[src/rtl/alu_wb_stage.sv]
// ALU write-back stage: registers the ALU result behind a valid/ready handshake,
// maintains the {C,N,Z,V,E,G} flag register, and evaluates branch conditions.
module alu_wb_stage #(
    parameter int DW    = 8,
    parameter int AW    = 3,
    parameter int CNT_W = 8
) (
    input  logic             clk,
    input  logic             rst_n,
    input  logic             in_valid,
    output logic             in_ready,
    input  logic [2:0]       alu_cmd,
    input  logic [DW-1:0]    rslt,
    input  logic             sc_o,
    input  logic             n_i,
    input  logic             z_i,
    input  logic             v_i,
    input  logic             e_i,
    input  logic             g_i,
    input  logic [AW-1:0]    dest_i,
    input  logic             wr_en_i,
    input  logic             flag_we,
    input  logic             carry_clr,
    output logic             sc_i,
    output logic             out_valid,
    input  logic             out_ready,
    output logic [DW-1:0]    out_data,
    output logic [AW-1:0]    out_dest,
    output logic             out_wr,
    output logic [5:0]       flags,
    input  logic [2:0]       br_cond,
    output logic             br_take,
    output logic [CNT_W-1:0] op_count
);

    localparam logic [CNT_W-1:0] CNT_MAX = {CNT_W{1'b1}};

    logic             out_valid_q, out_valid_d;
    logic [DW-1:0]    out_data_q,  out_data_d;
    logic [AW-1:0]    out_dest_q,  out_dest_d;
    logic             out_wr_q,    out_wr_d;
    logic [5:0]       flags_q,     flags_d;
    logic [CNT_W-1:0] op_count_q,  op_count_d;

    logic             accept_s;
    logic             c_upd_s;
    logic             c_d;
    logic [4:0]       nzveg_d;

    assign in_ready = !out_valid_q || out_ready;
    assign accept_s = in_valid && in_ready;

    // Output register, flag register and op counter next-state.
    always_comb begin
        out_valid_d = out_valid_q;
        out_data_d  = out_data_q;
        out_dest_d  = out_dest_q;
        out_wr_d    = out_wr_q;
        op_count_d  = op_count_q;
        nzveg_d     = flags_q[4:0];
        c_upd_s     = 1'b0;
        c_d         = flags_q[5];

        if (accept_s) begin
            out_valid_d = 1'b1;
            out_data_d  = rslt;
            out_dest_d  = dest_i;
            out_wr_d    = wr_en_i;
        end else if (out_ready) begin
            out_valid_d = 1'b0;
        end else begin
            out_valid_d = out_valid_q;
        end

        // nzveg_d bit order is {N,Z,V,E,G}
        if (accept_s && flag_we) begin
            case (alu_cmd)
                3'b000: begin
                    c_upd_s      = 1'b1;
                    nzveg_d[4:2] = {n_i, z_i, v_i};
                end
                3'b001, 3'b010: begin
                    c_upd_s      = 1'b1;
                    nzveg_d[4:3] = {n_i, z_i};
                end
                3'b011, 3'b100, 3'b110: begin
                    nzveg_d[4:3] = {n_i, z_i};
                end
                3'b101: begin
                    c_upd_s = 1'b1;
                    nzveg_d = {n_i, z_i, v_i, e_i, g_i};
                end
                default: begin
                    nzveg_d = flags_q[4:0];
                end
            endcase
        end else begin
            nzveg_d = flags_q[4:0];
        end

        // An op that writes C takes priority over a chain-start clear.
        if (c_upd_s) begin
            c_d = sc_o;
        end else if (carry_clr) begin
            c_d = 1'b0;
        end else begin
            c_d = flags_q[5];
        end
        flags_d = {c_d, nzveg_d};

        if (accept_s && (op_count_q != CNT_MAX)) begin
            op_count_d = op_count_q + CNT_W'(1);
        end else begin
            op_count_d = op_count_q;
        end
    end

    // State registers with synchronous active-low reset.
    always_ff @(posedge clk) begin
        if (!rst_n) begin
            out_valid_q <= 1'b0;
            out_data_q  <= {DW{1'b0}};
            out_dest_q  <= {AW{1'b0}};
            out_wr_q    <= 1'b0;
            flags_q     <= 6'b000000;
            op_count_q  <= {CNT_W{1'b0}};
        end else begin
            out_valid_q <= out_valid_d;
            out_data_q  <= out_data_d;
            out_dest_q  <= out_dest_d;
            out_wr_q    <= out_wr_d;
            flags_q     <= flags_d;
            op_count_q  <= op_count_d;
        end
    end

    // Branch condition decode on the registered flags.
    always_comb begin
        br_take = 1'b0;
        case (br_cond)
            3'b000:  br_take = 1'b1;
            3'b001:  br_take = flags_q[3];
            3'b010:  br_take = !flags_q[3];
            3'b011:  br_take = flags_q[5];
            3'b100:  br_take = flags_q[4];
            3'b101:  br_take = flags_q[2];
            3'b110:  br_take = flags_q[0];
            default: br_take = 1'b0;
        endcase
    end

    assign sc_i      = flags_q[5];
    assign out_valid = out_valid_q;
    assign out_data  = out_data_q;
    assign out_dest  = out_dest_q;
    assign out_wr    = out_wr_q;
    assign flags     = flags_q;
    assign op_count  = op_count_q;

endmodule

[config.mk]
export PLATFORM = sky130hd
export DESIGN_NAME = alu_wb_stage
export DESIGN_NICKNAME = d
export VERILOG_FILES = /design/src/rtl/alu_wb_stage.sv
export SDC_FILE = /design/constraint.sdc
export NUM_CORES = 1
export LEC_CHECK = 0
export ABC_CLOCK_PERIOD_IN_PS = 1850
export BUFFER_PORTS_ARGS = -buffer_cell sky130_fd_sc_hd__buf_4
export CAP_MARGIN = 20
export CORE_UTILIZATION = 35
export DETAILED_ROUTE_END_ITERATION = 6
export SLEW_MARGIN = 5
export SYNTH_ARGS = -nofsm -noshare
export SYNTH_HDL_FRONTEND = slang
export SYNTH_SLANG_ARGS = --single-unit
[constraint.sdc]
create_clock -name clk -period 1.85 [get_ports clk]
set_input_delay 0.185 -clock clk [delete_from_list [all_inputs] [get_ports clk]]
set_output_delay 0.185 -clock clk [all_outputs]
set_load 0.03 [all_outputs]
# After elaboration in Yosys (flattened, before gate mapping)
# Cells that the tools add are included.
# word_totals
out_inout_bits	30
in_bits	30
register_bits	27
word_cells	46
# classes
n_mux	7
n_addsub	1
eq_ne	13
reduce_logical	16
# ops
op	count
3-bit equality test, second input constant	6
3-bit by 2-bit equality test with 1-bit output, second input constant	4
8-bit by 1-bit adder with 8-bit output, second input constant	1
8-bit inequality test, second input constant	1
1-bit one-hot mux with 7 select lines	1
7-bit OR reduction	1
3-bit by 1-bit equality test with 1-bit output, second input constant	2
3-bit logical NOT	2
1-bit two-way mux	6
2-bit AND reduction	3
2-bit nonzero test	2
4-bit OR reduction	1
1-bit logical AND	3
1-bit logical NOT	2
2-bit OR reduction	1
1-bit logical OR	1

# Longest topological paths before layout
# depth
depth_word	6
mapped_depth	6

# Worst setup path before layout
# Ideal clock, no wire load.
# synth_path
kind	register -> output
from	register flags_q[3] (netlist: flags[3])
to	output br_take
slack_ns	0.224
path_stages_with_launch	4
arrival_ns	1.441
path_cell_list	dfxtp_1 -> nor2b_1 -> a21oi_1 -> o21ai_0
# synth_via
elab_chain_len	2
# synth_lines
item	line_no	source
from (decl)	42	logic [5:0] flags_q, flags_d;
from (signal assigned)	132	flags_q <= flags_d;
1-bit logical NOT	143	3'b010: br_take = !flags_q[3];
1-bit one-hot mux with 7 select lines (*)	140	case (br_cond)
to (decl)	32	output logic br_take,
# Mark *: on every way between the ends. The rest lies on a longest branch, timed or not.

# Worst setup path in the final report
# layout_path
from	register op_count_q[0] (netlist: op_count[0])
to	register op_count_q[5] (netlist: op_count[5])
# layout_via
elab_chain_len	2
word_cells_on_any_way	3
cone_classes	add/sub: 1; eq/ne: 1; reduce/logical: 1
# layout_lines
item	line_no	source
from (decl)	43	logic [CNT_W-1:0] op_count_q, op_count_d;
from (signal assigned)	126	op_count_q <= {CNT_W{1'b0}};
from (signal assigned)	133	op_count_q <= op_count_d;
branches (longest 2 deep; another with 8-bit by 1-bit adder with 8-bit output)	n/a	
# Several ways; the timed one is not identified.
# A chain may end at the register's enable or synchronous reset.

==> impl_metrics.toml <==
[status]
status = "completed"

[timing]
rsz0062_at_grt = "no"
finalHoldViolations = 0
slew_violations = 0
final.setup.tns_ns = 0
fin_hold_ws_ns = 0.06997
fin_crit_ns = 1.596
min_period_over_period = 0.8627
setup_viol = 0
fin_skew_ns = 0.005884
slew_headroom = 0.6646
worst_pin_slew_ns = 0.5026
clock.fmax_ghz = 0.6265

[layout]
fillCellCount = 338
n_antenna_cell = 0
area_delta_synth_final_pct = 40.75
final_cell_mix = "buf_4, nand2_1, dfxtp_1"
nets = 230
fin_util = 0.5345
layout_commonest_cell = "buf_4"
final_layout_size_suffix_gt1_frac = 0.3485
fin_cells = 242

[global_route]
grt_max_degree = 17
grt_use_total = 0.1745
grtUsageMet3 = 0.03198
grt_busiest_layer = "met2"
grt_pass1_wl_um = 4816
grt_pass1_vias = 1117
grt-ovfl-total = 0
antenna_found_initial = 0
grtUsageMet1 = 0.2153
grtUsageMet2 = 0.3061

[die]
ios = 60
die_x_um = 60.49
die_y_um = 60.49
core_area_um2 = 3153
start_util = 0.3798
die_area_um2 = 3659
row_count = 20

[yosys]
synthCells = 141
yosysTopAreaCell = "dfxtp_1"
synth_top_family_by_area = "simple AND/OR/NAND/NOR gates"
synthMuxAreaShare = 0.05016
synth.top_cells.by_area = "dfxtp_1, nand2_1, a21oi_1"
synth_compound_area_frac = 0.1839
syn_area_um2 = 1197
seq_area_frac_synth = 0.4514
synth_xor_area_frac = 0.01463
synthAdderAreaFrac = 0.01045
postSynthAreaPerCell_um2 = 8.492
yosysWarnings = 0
ys_ff_latch = 27
synth_fp_nets = 172
synthSimpleGateAreaFrac = 0.2309
netlist-cell-type-count = 29
synth_top_area_share = 0.4514

[worst_setup_path]
required_ns = 2.11
critPathKind = "register to register"
rrSetupSlack_ns = 0.25
cp-start-kind = "register"
worstPathMaxFanout = 12
r2r_start = "op_count[0]"
critPathMaxStageDelay_ns = 0.51
path_cells = "ha_1, nand3_2, o211ai_4, or4_1, a21oi_1"
r2r_end = "op_count[5]"
critPathArrivalTime_ns = 1.86
cpMaxStageDelayCell = "or4_1"
endpoint_kind = "register"
crit_start = "op_count[0]"
ff2ff_path_depth = 5
path_buf_inv = 0
crit_family = "simple AND/OR/NAND/NOR gates"

[cts]
cts.clk_slew.worst_paths_ns = 0.14
cts_buffer_depth = 2
tritoncts.num_buffers = 3
cts_root_buf = "clkbuf_4"
cts_sinks = 27
post_cts_buffers = 0
cts_resized = 0
clkLatencyLatePin_ns = 0.32
hold_buffers = 0
cts_tree = "done"
cts_max_level = 1

[run]
cap_violations = 0

[pwr]
power.leakage_nw = 0.7636
power.density_nw_per_um2 = 665.8
vdd_drop_max_uv = 348.2

[placement]
hpwl_um = 2261
port_buffers = 59
dpl.cell_count = 238
gp_congestion = 0.7639

[worst_hold_path]
min-delay-start = "alu_cmd[1]"
whs_endpoint = "flags[2]"
hp-class = "input pin to register"
holdPathStages = 2

[route]
ant_nets = 0
drc_errors = 0
drt_iter0_markers = 63
vias = 1215
wirelength_um = 2956
routedWlPerCell_um = 12.21
via_per_inst = 5.021
detail_route.first_pass.iterations = 4
==> how the worst max path moves through the flow <==
stage,slack [ns],depth (start not counted),end
3_5_place_dp,0.27,5,op_count[5]
4_1_cts,0.24,5,op_count[5]
5_1_grt,0.11,5,op_count[5]
3_3_place_gp,0.32,5,op_count[7]
2_1_floorplan,0.22,3,br_take
6_report,0.25,5,op_count[5]
==> logic make-up after synthesis <==
group	Yosys count
XOR/XNOR	2
buffers and inverters	13
flip-flops	27
AO/OA/AOI/OAI	35
AND/OR/NAND/NOR	57
multiplexers	6
adder cells (fa/ha/maj)	1
==> worst reg2reg max path: stages (launching register included) <==
cell      delay [ns]
dfxtp_1         0.37
ha_1            0.23
nand3_2         0.13
o211ai_4        0.16
or4_1           0.51
a21oi_1         0.15
==> power breakdown <==
part | total, mW | switching, mW | internal, mW
logic | 0.246 | 0.138 | 0.108
clock network | 0.253 | 0.168 | 0.0845
registers | 0.624 | 0.0169 | 0.607
==> layer usage <==
layer	part of all wire	wire length, um
met1	0.43	1285
met5	0	0
met4	0.0061	18
met3	0.076	226
met2	0.48	1425
==> sequential cells by signal (all words and copies together), names as in the netlist <==
name / count
op_count: 8
out_wr: 1
out_valid: 1
out_data: 8
out_dest: 3
flags: 6
==> stage by stage <==
step / setup WS (ns) / total power [mW] / area (um^2)
final: 0.2539 / 1.122 / 1685
after global routing: 0.1124 / 1.187 / 1685
after CTS: 0.2448 / 1.144 / 1685
after detailed placement: 0.2682 / 0.8841 / 1659
after global placement: 0.3183 / 0.8773 / 1659
after floorplan: 0.2239 / 0.7713 / 1197
==> layout make-up <==
class | count | area, um^2 | area share
Tap cell | 44 | 55.05 | 0.03267
Inverter | 5 | 18.77 | 0.01114
Sequential cell | 27 | 540.5 | 0.3207
Clock buffer | 4 | 26.28 | 0.01559
Multi-Input combinational cell | 101 | 586.8 | 0.3482
Timing Repair Buffer | 61 | 457.9 | 0.2717
==> Yosys cell counts <==
cell type / number
nor2_1: 4
and2_4: 1
nand2_1: 35
nand3_2: 2
nand2b_1: 1
o21ai_0: 4
nand3_1: 2
o41ai_1: 2
nor2b_1: 1
buf_4: 1
or3_4: 1
nand3b_1: 1
o31ai_1: 3
o211ai_4: 1
inv_1: 5
o311ai_0: 1
clkbuf_1: 3
buf_2: 2
buf_6: 2
dfxtp_1: 27
a311o_1: 1
o211ai_1: 2
ha_1: 1
a21oi_1: 21
or3_1: 2
or4_1: 3
mux2i_1: 6
xor2_1: 2
nand4_1: 4
Power figures use the tool's default switching activity.
